[src/rtl/track_frame_if.sv]
// track_frame_if: source pixel stream between the camera/grayscale front end and the frame controller
interface track_frame_if;
    logic       valid;
    logic       sof;
    logic [7:0] r;
    logic [7:0] g;
    logic [7:0] b;
    logic       ready;

    modport master (output valid, sof, r, g, b, input ready);
    modport slave  (input valid, sof, r, g, b, output ready);
endinterface

[src/rtl/track_frame_ctrl.sv]
// track_frame_ctrl: admits every (cfg_skip+1)-th frame to the colour tracker, pads short frames and holds a lock-qualified result
module track_frame_ctrl #(
    parameter int WIDTH      = 640,
    parameter int HEIGHT     = 480,
    parameter int TIMEOUT    = 8192,
    parameter int MISS_LIMIT = 3
) (
    input  logic         clk,
    input  logic         rst_n,
    track_frame_if.slave pix,
    input  logic [3:0]   cfg_skip_i,
    output logic         trk_wr_en_o,
    output logic [7:0]   trk_r_o,
    output logic [7:0]   trk_g_o,
    output logic [7:0]   trk_b_o,
    input  logic         trk_full_i,
    input  logic         trk_valid_i,
    input  logic [11:0]  trk_cx_i,
    input  logic [11:0]  trk_cy_i,
    input  logic [11:0]  trk_w_i,
    input  logic [11:0]  trk_h_i,
    output logic [11:0]  obj_x_o,
    output logic [11:0]  obj_y_o,
    output logic [11:0]  obj_w_o,
    output logic [11:0]  obj_h_o,
    output logic         obj_lock_o,
    output logic         frame_done_o,
    output logic         sync_err_o,
    output logic [15:0]  frame_cnt_o
);
    localparam int NPIX = WIDTH * HEIGHT;
    localparam int PW   = $clog2(NPIX);
    localparam int TW   = $clog2(TIMEOUT);
    localparam int MW   = $clog2(MISS_LIMIT + 1);

    typedef enum logic [1:0] {IDLE, PASS, PAD, WAIT} state_t;

    state_t        state_q;
    logic [PW-1:0] pix_cnt_q;
    logic [3:0]    skip_q;
    logic [TW-1:0] tmr_q;
    logic [MW-1:0] miss_q;
    logic [11:0]   obj_x_q;
    logic [11:0]   obj_y_q;
    logic [11:0]   obj_w_q;
    logic [11:0]   obj_h_q;
    logic          obj_lock_q;
    logic          frame_done_q;
    logic          sync_err_q;
    logic [15:0]   frame_cnt_q;
    logic          sof_seen;
    logic          admit;
    logic          last_pix;
    logic          timeout;

    assign sof_seen = pix.valid & pix.sof;
    // rst_n gate keeps the tracker write low while reset is held with an SOF on the input
    assign admit    = rst_n & (state_q == IDLE) & sof_seen & (skip_q == 4'd0);
    // counter holds the number already written, so the frame's final write happens at NPIX-1
    assign last_pix = pix_cnt_q == PW'(NPIX - 1);
    assign timeout  = tmr_q == TW'(TIMEOUT - 1);

    // Zero-latency pixel path: ready, write strobe and tracker pixel depend only on state, inputs and trk_full
    always_comb begin
        pix.ready   = (state_q == PASS) ? (~trk_full_i & ~sof_seen) : (state_q != PAD);
        trk_wr_en_o = (state_q == PAD)  ? ~trk_full_i :
                      (state_q == PASS) ? (pix.valid & pix.ready) : admit;
        trk_r_o     = (state_q == PAD) ? 8'd0 : pix.r;
        trk_g_o     = (state_q == PAD) ? 8'd0 : pix.g;
        trk_b_o     = (state_q == PAD) ? 8'd0 : pix.b;
    end

    // Frame FSM: admission, pass-through counting, padding, result wait and held-result bookkeeping
    always_ff @(posedge clk or negedge rst_n) begin
        if (!rst_n) begin
            state_q      <= IDLE;
            pix_cnt_q    <= '0;
            skip_q       <= '0;
            tmr_q        <= '0;
            miss_q       <= '0;
            obj_x_q      <= '0;
            obj_y_q      <= '0;
            obj_w_q      <= '0;
            obj_h_q      <= '0;
            obj_lock_q   <= 1'b0;
            frame_done_q <= 1'b0;
            sync_err_q   <= 1'b0;
            frame_cnt_q  <= '0;
        end else begin
            frame_done_q <= 1'b0;
            case (state_q)
                IDLE: begin
                    if (sof_seen && skip_q == 4'd0) begin
                        skip_q    <= cfg_skip_i;
                        pix_cnt_q <= PW'(1);
                        state_q   <= PASS;
                    end else if (sof_seen) begin
                        skip_q <= skip_q - 4'd1;
                    end
                end
                PASS: begin
                    if (sof_seen) begin
                        sync_err_q <= 1'b1;
                        state_q    <= PAD;
                    end else if (trk_wr_en_o) begin
                        pix_cnt_q <= pix_cnt_q + PW'(1);
                        if (last_pix) begin
                            tmr_q   <= '0;
                            state_q <= WAIT;
                        end
                    end
                end
                PAD: begin
                    if (!trk_full_i) begin
                        pix_cnt_q <= pix_cnt_q + PW'(1);
                        if (last_pix) begin
                            tmr_q   <= '0;
                            state_q <= WAIT;
                        end
                    end
                end
                default: begin
                    if (sof_seen)
                        sync_err_q <= 1'b1;
                    if (trk_valid_i) begin
                        obj_x_q      <= trk_cx_i;
                        obj_y_q      <= trk_cy_i;
                        obj_w_q      <= trk_w_i;
                        obj_h_q      <= trk_h_i;
                        obj_lock_q   <= 1'b1;
                        miss_q       <= '0;
                        frame_done_q <= 1'b1;
                        frame_cnt_q  <= frame_cnt_q + 16'd1;
                        state_q      <= IDLE;
                    end else if (timeout) begin
                        if (miss_q != MW'(MISS_LIMIT))
                            miss_q <= miss_q + MW'(1);
                        if (miss_q >= MW'(MISS_LIMIT - 1))
                            obj_lock_q <= 1'b0;
                        frame_done_q <= 1'b1;
                        frame_cnt_q  <= frame_cnt_q + 16'd1;
                        state_q      <= IDLE;
                    end else begin
                        tmr_q <= tmr_q + TW'(1);
                    end
                end
            endcase
        end
    end

    assign obj_x_o      = obj_x_q;
    assign obj_y_o      = obj_y_q;
    assign obj_w_o      = obj_w_q;
    assign obj_h_o      = obj_h_q;
    assign obj_lock_o   = obj_lock_q;
    assign frame_done_o = frame_done_q;
    assign sync_err_o   = sync_err_q;
    assign frame_cnt_o  = frame_cnt_q;
endmodule

[src/flat_wrapper.sv]
// flat-port wrapper written by rule: the top's interface ports become plain ports
module track_frame_ctrl_flat 
#(
    parameter int WIDTH      = 640,
    parameter int HEIGHT     = 480,
    parameter int TIMEOUT    = 8192,
    parameter int MISS_LIMIT = 3
)
  (clk, rst_n, cfg_skip_i, trk_wr_en_o, trk_r_o, trk_g_o, trk_b_o, trk_full_i, trk_valid_i, trk_cx_i, trk_cy_i, trk_w_i, trk_h_i, obj_x_o, obj_y_o, obj_w_o, obj_h_o, obj_lock_o, frame_done_o, sync_err_o, frame_cnt_o, pix_valid, pix_sof, pix_r, pix_g, pix_b, pix_ready);
  track_frame_if pix_i ();
  input  logic clk;
  input  logic rst_n;
  input  logic [3:0] cfg_skip_i;
  output logic trk_wr_en_o;
  output logic [7:0] trk_r_o;
  output logic [7:0] trk_g_o;
  output logic [7:0] trk_b_o;
  input  logic trk_full_i;
  input  logic trk_valid_i;
  input  logic [11:0] trk_cx_i;
  input  logic [11:0] trk_cy_i;
  input  logic [11:0] trk_w_i;
  input  logic [11:0] trk_h_i;
  output logic [11:0] obj_x_o;
  output logic [11:0] obj_y_o;
  output logic [11:0] obj_w_o;
  output logic [11:0] obj_h_o;
  output logic obj_lock_o;
  output logic frame_done_o;
  output logic sync_err_o;
  output logic [15:0] frame_cnt_o;
  input wire logic [$bits(pix_i.valid)-1:0] pix_valid;
  input wire logic [$bits(pix_i.sof)-1:0] pix_sof;
  input wire logic [$bits(pix_i.r)-1:0] pix_r;
  input wire logic [$bits(pix_i.g)-1:0] pix_g;
  input wire logic [$bits(pix_i.b)-1:0] pix_b;
  output wire logic [$bits(pix_i.ready)-1:0] pix_ready;
  assign pix_i.valid = pix_valid;
  assign pix_i.sof = pix_sof;
  assign pix_i.r = pix_r;
  assign pix_i.g = pix_g;
  assign pix_i.b = pix_b;
  assign pix_ready = pix_i.ready;
  track_frame_ctrl #(.WIDTH(WIDTH), .HEIGHT(HEIGHT), .TIMEOUT(TIMEOUT), .MISS_LIMIT(MISS_LIMIT)) u_core (.clk(clk), .rst_n(rst_n), .pix(pix_i), .cfg_skip_i(cfg_skip_i), .trk_wr_en_o(trk_wr_en_o), .trk_r_o(trk_r_o), .trk_g_o(trk_g_o), .trk_b_o(trk_b_o), .trk_full_i(trk_full_i), .trk_valid_i(trk_valid_i), .trk_cx_i(trk_cx_i), .trk_cy_i(trk_cy_i), .trk_w_i(trk_w_i), .trk_h_i(trk_h_i), .obj_x_o(obj_x_o), .obj_y_o(obj_y_o), .obj_w_o(obj_w_o), .obj_h_o(obj_h_o), .obj_lock_o(obj_lock_o), .frame_done_o(frame_done_o), .sync_err_o(sync_err_o), .frame_cnt_o(frame_cnt_o));
endmodule
[config.mk]
export PLATFORM = sky130hd
export DESIGN_NAME = track_frame_ctrl_flat
export DESIGN_NICKNAME = d
export VERILOG_FILES = /design/src/rtl/track_frame_if.sv /design/src/rtl/track_frame_ctrl.sv /design/src/flat_wrapper.sv
export SDC_FILE = /design/constraint.sdc
export NUM_CORES = 1
export LEC_CHECK = 0
export CAP_MARGIN = 15
export CORE_ASPECT_RATIO = 0.5
export CORE_MARGIN = 4
export CORE_UTILIZATION = 35
export DETAILED_ROUTE_END_ITERATION = 7
export PLACE_DENSITY_LB_ADDON = 0.3
export SLEW_MARGIN = 30
export SYNTH_ARGS = -nofsm -noshare
export SYNTH_HDL_FRONTEND = slang
export SYNTH_SLANG_ARGS = --single-unit
[constraint.sdc]
create_clock -name clk -period 3.6 [get_ports clk]
set_input_delay 0.9 -clock clk [delete_from_list [all_inputs] [get_ports clk]]
set_output_delay 0.9 -clock clk [all_outputs]
set_load 0.03 [all_outputs]
# Word level (Yosys, flattened, before mapping)
# Index checks and enable logic that the tools add are counted.
dict set report word_totals {
  wordCells 102
  ff_bits 107
  out_inout_bits 93
}
dict set report op_classes {
  reduce_logical 20
  bitwise 11
  add_sub_neg 5
  n_eq_ne 13
  mux 39
  order_cmp 1
}
# op count
set ops {}
lappend ops {{2-to-1 mux 13 bit} 6}
lappend ops {{2-to-1 mux 19 bit} 4}
lappend ops {{case mux 19 bit (3 select lines)} 1}
lappend ops {{case mux 13 bit (3 select lines)} 1}
lappend ops {{2-to-1 mux 16 bit} 2}
lappend ops {{2-to-1 mux 8 bit} 3}
lappend ops {{2-to-1 mux 2 bit} 10}
lappend ops {{adder 19 x 1 -> 19 bit (second input constant)} 1}
lappend ops {{== test 19 bit (second input constant)} 1}
lappend ops {{adder 16 x 1 -> 16 bit (second input constant)} 1}
lappend ops {{adder 13 x 1 -> 13 bit (second input constant)} 1}
lappend ops {{== test 13 bit (second input constant)} 1}
lappend ops {{!= test 2 bit (second input constant)} 6}
lappend ops {{2-to-1 mux 1 bit} 9}
lappend ops {{2-to-1 mux 4 bit} 2}
lappend ops {{AND reduction 2 bit} 4}
lappend ops {{nonzero test 2 bit} 4}
lappend ops {{bitwise AND 1 bit} 6}
lappend ops {{case mux 2 bit (3 select lines)} 1}
lappend ops {{AND reduction 3 bit} 2}
lappend ops {{AND reduction 6 bit} 1}
lappend ops {{inverter 1 bit} 5}
lappend ops {{AND reduction 5 bit} 1}
lappend ops {{nonzero test 5 bit} 1}
lappend ops {{other kinds (15)} 15}

# Longest topological paths before layout
# Gate-level depths: netlist of run 1.
dict set report logic_depth {
  ltp_word 10
  depth_mapped 10
}

# Worst setup path after synthesis of run 1
# No wires, ideal clock.
dict set report synth_path {
  path_kind {input-to-output}
  startpoint {input pix_valid}
  endpoint {output pix_ready}
  path_buffers 1
  path_stages 4
  arrival_ns 1.709
  slack_ns 0.991
  path_cell_list {buf_2 -> nand2_1 -> nand2_1 -> o22ai_1}
}
dict set report synth_between {
  elab_chain_len 4
}
# item line_no
set synth_lines {}
lappend synth_lines {{start: declaration} flat_wrapper.sv:32} ;# input wire logic [$bits(pix_i.valid)-1:0] pix_valid;
lappend synth_lines {{bitwise AND 1 bit} track_frame_ctrl.sv:56} ;# assign sof_seen = pix.valid & pix.sof;
lappend synth_lines {{inverter 1 bit} track_frame_ctrl.sv:65} ;# pix.ready = (state_q == PASS) ? (~trk_full_i & ~sof_seen) : (state_q != PAD);
lappend synth_lines {{bitwise AND 1 bit} track_frame_ctrl.sv:65}
lappend synth_lines {{2-to-1 mux 1 bit} track_frame_ctrl.sv:65}
lappend synth_lines {{end: declaration} flat_wrapper.sv:37} ;# output wire logic [$bits(pix_i.ready)-1:0] pix_ready;
# Every way passes these cells.

# Worst setup path in the final report of run 1
dict set report layout_path {
  startpoint {register u_core.state_q[0]}
  endpoint {output pix_ready}
}
dict set report layout_between {
  elab_chain_len 2
  word_cells_on_any_way 3
}
# item line_no
set layout_lines {}
lappend layout_lines {{start: declaration} track_frame_ctrl.sv:38} ;# state_t state_q;
lappend layout_lines {{start signal: assignment} track_frame_ctrl.sv:76} ;# state_q <= IDLE;
lappend layout_lines {{start signal: assignment} track_frame_ctrl.sv:96} ;# state_q <= PASS;
lappend layout_lines {{start signal: assignment} track_frame_ctrl.sv:104} ;# state_q <= PAD;
lappend layout_lines {{!= test 2 bit / == test 2 x 1 -> 1 bit (equally long branches)} track_frame_ctrl.sv:65}
lappend layout_lines {{2-to-1 mux 1 bit (*)} track_frame_ctrl.sv:65}
# Mark *: on every way between the ends. The rest lies on a longest branch, timed or not.

==> out/qor.txt, run 1 <==
status - finished, final reports clean
die width - 181.6 um
Core ar. - 0.01462 sq mm
CP Capture Type - output port
area leader, netlist - dfrtp_1
Core Rows - 31
final instance area - 0.007532 sq mm
Least-Margin Pin Slew - 862.8 ps
vias per inst - 5.038
mean post-synth cell area - 10.68 sq um
Crit Path Max Fanout - 26
vias in the first global route - 4216
reg2reg path depth - 9
FMAX - 296.8 MHz
PortBufs - 174
Worst slew margin - 42.48%
GRT busiest layer - met2
Async S/R FF share, synth - 100.0%
gr usage total - 14.53%
H-tree lvl count - 3
Max Cap Viol - 0
switching part of the total power - 41.25%
CTS max path bufs - 2
Die Area - 0.01722 sq mm
Hold Crit Depth - 1
Synth warnings - 0
Clk Latency, worst-skew pair - 340 ps
register area share after synthesis - 50.77%
final setup margin - 231.0 ps
Power Density - 766.9 mW/mm^2
Synth area leaders - dfrtp_1 51%, mux2_2 10%, nor2b_1 3.0%
post-DR wirelength/cell - 14.91 um
clock tree from TritonCTS - done
Post-DRT Antenna Nets - 0
clock share of power - 16.4%
crit share post-route - 93.58%
placed cell area - 0.007247 sq mm
clk root buf - clkbuf_16
vias - 4373
largest net degree at the start of global routing - 64
unrepaired setup endpoints after global routing - no
Post-Route WL - 12.95 mm
EDFF count, synth - 0
gpl congestion - 0.8130
CTS buffer count - 9
Min Clock Period, post-route - 3369 ps
Int Power - 3.393 mW
buffer count from post-CTS setup fixing - 0
Cell variety after synth - 53
Worst Path Class, Setup - flop to output port
Yosys top cell area share - 50.77%
Min-Delay Path Class - flop to flop
sw power - 2.383 mW
Congestion Overflow GR - 0
top_reg_cell synth - dfrtp_1
Final setup viols - 0
Clock transition at path regs - 70 ps
GR met3 Demand/Resource - 4.002%
Static Leak - 3.131 nW
crit path launch type - flop
DP Worst Slack - 269.9 ps
synth-to-layout area growth - 42.82%
# diodes - 0
post-DP HPWL - 9.486 mm
Mapped Cells - 494
setup_tns - 0 ps
Synth Cell Area - 0.005274 sq mm
max-slew violations - 0
Initial Util - 36.07%
maximum VDD drop - 0.0003785 V
cts hold-fix bufs - 0
skew final - 9.707 ps
Final Hold Vio Count - 0
proportion of layout cells with a drive suffix above 1 - 13.13%
CP Data Required Time - 2700 ps
clock sinks - 107
flops & latches, synth - 107
Nets - 758
CTS resizes - 0
sequential share of power - 32.1%
initial antenna violation count - 0
io pins - 175
Die Y-Extent - 94.80 um
first-pass GRT wire length - 20.80 mm
grt met2 use - 23.64%
Pre-antenna DRT Iters - 5
Post-route DRC - 0
Logic pwr share - 51.5%
Layout fillers - 1324
syn_nets - 587
Crit path arrival time - 2470 ps
multi-input logic area - 0.002437 sq mm
met1 GRT Util - 19.64%
Sequential Area - 0.002678 sq mm
1st-iter DRT viols - 343
[per-stage QoR]
| stage | utilization, % | std cells | power [mW] | hold WS (ps) |
|---|---|---|---|---|
| after floorplan | - | 494 | 3.698 | 436.7 |
| after global placement | 49.56 | 852 | 4.818 | 460.9 |
| after detailed placement | 49.56 | 852 | 4.867 | 465.4 |
| after CTS | 51.51 | 868 | 5.843 | 483.0 |
| after global routing | 51.51 | 868 | 6.159 | 509.5 |
| final | 51.51 | 868 | 5.776 | 472.5 |
[kinds of logic (layout without fill, tap and decap cells)]
kind of cell / after synthesis / after routing / share of synthesized area, %
buffers and inverters: 40 / 216 / 3.060
XOR/XNOR: 15 / 15 / 2.491
AND/OR/NAND/NOR: 177 / 177 / 18.24
adder cells (fa/ha/maj): 11 / 11 / 2.610
flip-flops: 107 / 107 / 50.77
AO/OA/AOI/OAI: 93 / 93 / 11.98
multiplexers: 51 / 51 / 10.84
[state kept, by name, indices dropped and copies added, names as in the netlist, 2 cells and up]
signal              flops
u_core.pix_cnt_q       19
u_core.frame_cnt_o     16
u_core.tmr_q           13
u_core.obj_h_o         12
u_core.obj_w_o         12
u_core.obj_x_o         12
u_core.obj_y_o         12
u_core.skip_q           4
u_core.miss_q           2
u_core.state_q          2
[area by class of cell]
| class | instances | area share (%) |
|---|---|---|
| Clock buffer | 9 | 2.990 |
| Sequential cell | 107 | 35.55 |
| Tap cell | 198 | 3.289 |
| Clock inverter | 7 | 0.7973 |
| Timing Repair Buffer | 184 | 24.22 |
| Inverter | 16 | 0.7973 |
| Multi-Input combinational cell | 347 | 32.36 |
[cell usage after synthesis (6+ instances only)]
| cell type | n |
|---|---|
| a211o_1 | 7 |
| a21oi_1 | 9 |
| and3_1 | 14 |
| clkbuf_1 | 18 |
| dfrtp_1 | 107 |
| ha_1 | 11 |
| inv_1 | 16 |
| mux2_2 | 49 |
| nand2_1 | 36 |
| nand3_1 | 22 |
| nand4_1 | 11 |
| nor2_1 | 22 |
| nor2b_1 | 25 |
| nor3_1 | 6 |
| nor4_1 | 10 |
| o21ai_0 | 29 |
| o31ai_1 | 10 |
| or3_1 | 8 |
| xnor2_1 | 6 |
| xor2_1 | 9 |
[cells in the final DEF, fill, tap and decap left out, drive strengths merged, types with 3 or more instances in the layout]
master         instances
nor4                  10
mux2                  49
o41ai                  4
a21o                   3
nand4                 11
buf                   12
ha                    11
nor4b                  3
o21a                   5
o31a                   4
nand3                 23
o21ai                 29
nor2b                 25
nand2                 36
and3                  14
dfrtp                107
nor3                   6
clkdlybuf4s50        172
a31oi                  3
or3                    8
nor2                  22
xor2                   9
and2                   4
clkinv                 4
inv                   19
o22a                   3
clkbuf                 9
a21oi                  9
xnor2                  6
nor3b                  3
o31ai                 10
or2                    4
o211ai                 3
a211o                  7
[power by group through the flow]
| stage | registers (mW) | clock network [mW] | logic, mW |
|---|---|---|---|
| 2_1_floorplan | 2.43 | 0 | 1.26 |
| 3_3_place_gp | 1.86 | 0 | 2.96 |
| 3_5_place_dp | 1.88 | 0 | 2.99 |
| 4_1_cts | 1.86 | 0.984 | 3.00 |
| 5_1_grt | 1.92 | 1.03 | 3.21 |
| 6_report | 1.85 | 0.947 | 2.98 |
[worst max-delay path: stages, from the launching register on]
cell	delay [ps]
dfrtp_1	420
inv_1	130
ha_1	740
o22ai_1	200
clkdlybuf4s50_1	640
[worst paths after layout]
check	from	to	slack, ps
min in group asynchronous	rst_n	u_core.pix_cnt_q[8]$_DFFE_PN0P_	730
min	u_core.frame_cnt_o[15]$_DFFE_PN0P_	u_core.frame_cnt_o[15]$_DFFE_PN0P_	470
min reg2reg	u_core.frame_cnt_o[15]$_DFFE_PN0P_	u_core.frame_cnt_o[15]$_DFFE_PN0P_	470
max reg2reg	u_core.state_q[0]$_DFFE_PN0P_	u_core.pix_cnt_q[3]$_DFFE_PN0P_	560
max in group asynchronous	rst_n	u_core.pix_cnt_q[13]$_DFFE_PN0P_	2250
max	u_core.state_q[0]$_DFFE_PN0P_	pix_ready	230
[per-layer routing]
metal,routed length (um),up-vias
li1,-,2123
met3,726,9
met4,84,0
met2,6246,98
met1,5887,2143
met5,0,-
Note: power is estimated with default switching activity, not from simulation.
==> run 2: changes to the inputs <==
--- a/config.mk
+++ b/config.mk
@@ -5,6 +5,7 @@
 export SDC_FILE = /design/constraint.sdc
 export NUM_CORES = 1
 export LEC_CHECK = 0
+export ABC_AREA = 1
 export CAP_MARGIN = 15
 export CORE_ASPECT_RATIO = 0.5
 export CORE_MARGIN = 4
==> out/qor.txt, run 2 <==
Synth Cell Area - 0.005732 sq mm (was 0.005274 sq mm)
Logic pwr share - 46.9% (was 51.5%)
Min-Delay Path Class - flop to flop (unchanged)
buffer count from post-CTS setup fixing - 0 (unchanged)
slowest stage delay, CP - 660 ps (was 740 ps)
commonest non-fill, non-tap cells in the layout - 323 x nand2_1, 173 x clkdlybuf4s50_1, 107 x dfrtp_1 (was 172 x clkdlybuf4s50_1, 107 x dfrtp_1, 49 x mux2_2)
register area share after synthesis - 46.71% (was 50.77%)
vias in the first global route - 5402 (was 4216)
worst reg-to-reg setup slack - 1010 ps (was 560 ps)
EDFF count, synth - 0 (unchanged)
Nets - 1047 (was 758)
mux share of post-synthesis cell area - 0% (was 10.84%)
Async S/R FF share, synth - 100.0% (unchanged)
mean post-synth cell area - 7.311 sq um (was 10.68 sq um)
Die Area - 0.01861 sq mm (was 0.01722 sq mm)
H-tree lvl count - 3 (unchanged)
Hold Crit Depth - 1 (unchanged)
gr usage total - 16.47% (was 14.53%)
vias - 5390 (was 4373)
Compound-Gate Fraction of Synth Area - 3.122% (was 11.98%)
Worst Path Class, Setup - input port to output port (was flop to output port)
Core ar. - 0.01574 sq mm (was 0.01462 sq mm)
max-slew violations - 0 (unchanged)
CTS resizes - 0 (unchanged)
sw power - 2.265 mW (was 2.383 mW)
Die Y-Extent - 98.49 um (was 94.80 um)
clock sinks - 107 (unchanged)
Mapped Cells - 784 (was 494)
unrepaired setup endpoints after global routing - no (unchanged)
Clock transition at path regs - 70 ps (about the same)
clock share of power - 20.0% (was 16.4%)
largest family of logic cells by synthesized area - simple AND/OR/NAND/NOR gates (unchanged)
Synth area leaders - dfrtp_1 47%, nand2_1 21%, nor2_1 6.5% (was dfrtp_1 51%, mux2_2 10%, nor2b_1 3.0%)
crit-path cells - clkdlybuf4s50_1, nand3_2, nor2_1, nand2_1, nand3_1, nand2_1, inv_1, clkdlybuf4s50_1 (was inv_1, ha_1, o22ai_1, clkdlybuf4s50_1)
Min-Delay Endpoint - u_core.sync_err_o$_DFFE_PN0P_ (was u_core.frame_cnt_o[15]$_DFFE_PN0P_)
synth-to-layout area growth - 39.95% (was 42.82%)
Crit path arrival time - 2600 ps (was 2470 ps)
Post-Route WL - 15.22 mm (was 12.95 mm)
Worst R2R End - u_core.pix_cnt_q[4]$_DFFE_PN0P_ (was u_core.pix_cnt_q[3]$_DFFE_PN0P_)
commonest non-fill, non-tap cell in the layout - nand2_1 (was clkdlybuf4s50_1)
post-DP HPWL - 11.15 mm (was 9.486 mm)
Least-Margin Pin Slew - 701.6 ps (was 862.8 ps)
XOR/XNOR Fraction of Synth Area - 4.737% (was 2.491%)
routed wl met3 - 926 um (was 726 um)
Final setup viols - 0 (unchanged)
reg2reg start - u_core.state_q[0]$_DFFE_PN0P_ (unchanged)
Yosys top cell area share - 46.71% (was 50.77%)
status - finished, final reports clean (unchanged)
most common cell in the netlist - nand2_1 (was dfrtp_1)
switching part of the total power - 43.05% (was 41.25%)
Largest Register - u_core.pix_cnt_q (unchanged)
Clk Latency, worst-skew pair - 350 ps (was 340 ps)
maximum VDD drop - 0.0003404 V (was 0.0003785 V)
Min Clock Period, post-route - 3505 ps (was 3369 ps)
top_reg_cell synth - dfrtp_1 (unchanged)
uppermost layer routed - met4 (unchanged)
syn_nets - 877 (was 587)
fin util - 50.98% (was 51.51%)
Post-DRT Antenna Nets - 0 (unchanged)
# diodes - 0 (unchanged)
Post-route DRC - 0 (unchanged)
reg2reg path depth - 10 (was 9)
flops & latches, synth - 107 (unchanged)
Synth Area in Simple Gates - 35.69% (was 18.24%)
Int Power - 2.996 mW (was 3.393 mW)
Worst slew margin - 53.23% (was 42.48%)
proportion of layout cells with a drive suffix above 1 - 4.380% (was 13.13%)
slowest cell on the critical path - clkdlybuf4s50_1 (was ha_1)
setup_tns - 0 ps (unchanged)
CP Capture Type - output port (unchanged)
post-DR wirelength/cell - 12.89 um (was 14.91 um)
CP Data Required Time - 2700 ps (about the same)
Crit Path Max Fanout - 5 (was 26)
sequential share of power - 33.0% (was 32.1%)
Synth warnings - 0 (unchanged)
Final Hold Vio Count - 0 (unchanged)
crit path launch type - input port (was flop)
Met2 Wirelength - 7.035 mm (was 6.246 mm)
CTS buffer count - 9 (unchanged)
FMAX - 285.3 MHz (was 296.8 MHz)
1st-iter DRT viols - 317 (was 343)
largest net degree at the start of global routing - 57 (was 64)
Met1 Wirelength - 6.945 mm (was 5.887 mm)
Post-Synth Adder-Cell Area - 2.401% (was 2.610%)
skew final - 10.72 ps (was 9.707 ps)
Initial Util - 36.43% (was 36.07%)
cts hold-fix bufs - 0 (unchanged)
initial antenna violation count - 0 (unchanged)
io pins - 175 (unchanged)
Max Cap Viol - 0 (unchanged)
clk root buf - clkbuf_16 (unchanged)
gpl congestion - 0.8776 (was 0.8130)
vias per inst - 4.568 (was 5.038)
Power Density - 655.8 mW/mm^2 (was 766.9 mW/mm^2)
Static Leak - 3.927 nW (was 3.131 nW)
first-pass GRT wire length - 25.78 mm (was 20.80 mm)
synth cell count leaders - 323 x nand2_1, 107 x dfrtp_1, 99 x nor2_1, 78 x inv_1, 31 x nand3_1 (was 107 x dfrtp_1, 49 x mux2_2, 36 x nand2_1, 29 x o21ai_0, 25 x nor2b_1)
crit share post-route - 97.35% (was 93.58%)
die width - 189.0 um (was 181.6 um)
Core Rows - 32 (was 31)
Pre-antenna DRT Iters - 5 (unchanged)
Largest register FFs - 19 (unchanged)
area leader, netlist - dfrtp_1 (unchanged)
Congestion Overflow GR - 0 (unchanged)
PortBufs - 174 (unchanged)
CTS max path bufs - 2 (unchanged)
hold path start - u_core.sync_err_o$_DFFE_PN0P_ (was u_core.frame_cnt_o[15]$_DFFE_PN0P_)
Cell variety after synth - 33 (was 53)
clock tree from TritonCTS - done (unchanged)
## run 2: cells by family (layout without fill, tap and decap cells)
group | count (synthesis) | in the layout
flip-flops | 107 | 107
XOR/XNOR | 31 | 31
buffers and inverters | 105 | 280
AO/OA/AOI/OAI | 31 | 31
AND/OR/NAND/NOR | 499 | 499
adder cells (fa/ha/maj) | 11 | 11
## run 2: power by group through the flow
stage,sequential [mW],combinational (mW),clock [mW]
3_5_place_dp,1.75,2.49,0
5_1_grt,1.78,2.70,1.14
2_1_floorplan,2.22,1.03,0
3_3_place_gp,1.75,2.45,0
6_report,1.74,2.47,1.05
4_1_cts,1.74,2.50,1.09
## run 2: cell type report
class | count | area (sq um)
Fill cell | 1466 | 7714
Timing Repair Buffer | 182 | 1799
Sequential cell | 107 | 2678
Inverter | 82 | 309.0
Clock inverter | 7 | 100.1
Tap cell | 221 | 276.5
Clock buffer | 9 | 225.2
Multi-Input combinational cell | 572 | 2634
## run 2: metal layers
| layer | global-route usage [%] | vias up |
|---|---|---|
| met5 | 0 | - |
| met4 | 5.036 | 0 |
| met3 | 4.282 | 27 |
| met2 | 27.70 | 131 |
| met1 | 21.09 | 2497 |
| li1 | - | 2735 |
## run 2: how the worst max path moves through the flow
stage / from / end / slack (ps)
after floorplan: pix_valid / pix_ready / 1000
after global placement: pix_valid / trk_wr_en_o / 120
after detailed placement: pix_valid / trk_wr_en_o / 100
after CTS: pix_valid / trk_wr_en_o / 90
after global routing: pix_valid / trk_wr_en_o / 3
final: pix_valid / trk_wr_en_o / 100
## run 2: critical path, delay by kind of cell
| family | cells | cell delay [ps] |
|---|---|---|
| buf+inv | 3 | 1230 |
| simple gates | 5 | 470 |
## run 2: per-stage QoR
stage	setup WS (ps)	hold slack, ps	total power [mW]	std cells	area [sq um]
final	95.35	465.5	5.260	1180	8021
after global placement	121.9	460.4	4.198	1164	7696
after CTS	92.81	473.3	5.321	1180	8021
after detailed placement	103.3	456.7	4.237	1164	7696
after floorplan	1002	463.6	3.246	784	5732
after global routing	2.895	489.5	5.618	1180	8021
==> run 3: changes to the inputs <==
--- a/config.mk
+++ b/config.mk
@@ -6,7 +6,6 @@
 export NUM_CORES = 1
 export LEC_CHECK = 0
 export ABC_AREA = 1
-export CAP_MARGIN = 15
 export CORE_ASPECT_RATIO = 0.5
 export CORE_MARGIN = 4
 export CORE_UTILIZATION = 35
==> results of run 3 <==
Same layout as run 2: the final DEF is identical, and so are final timing and power.
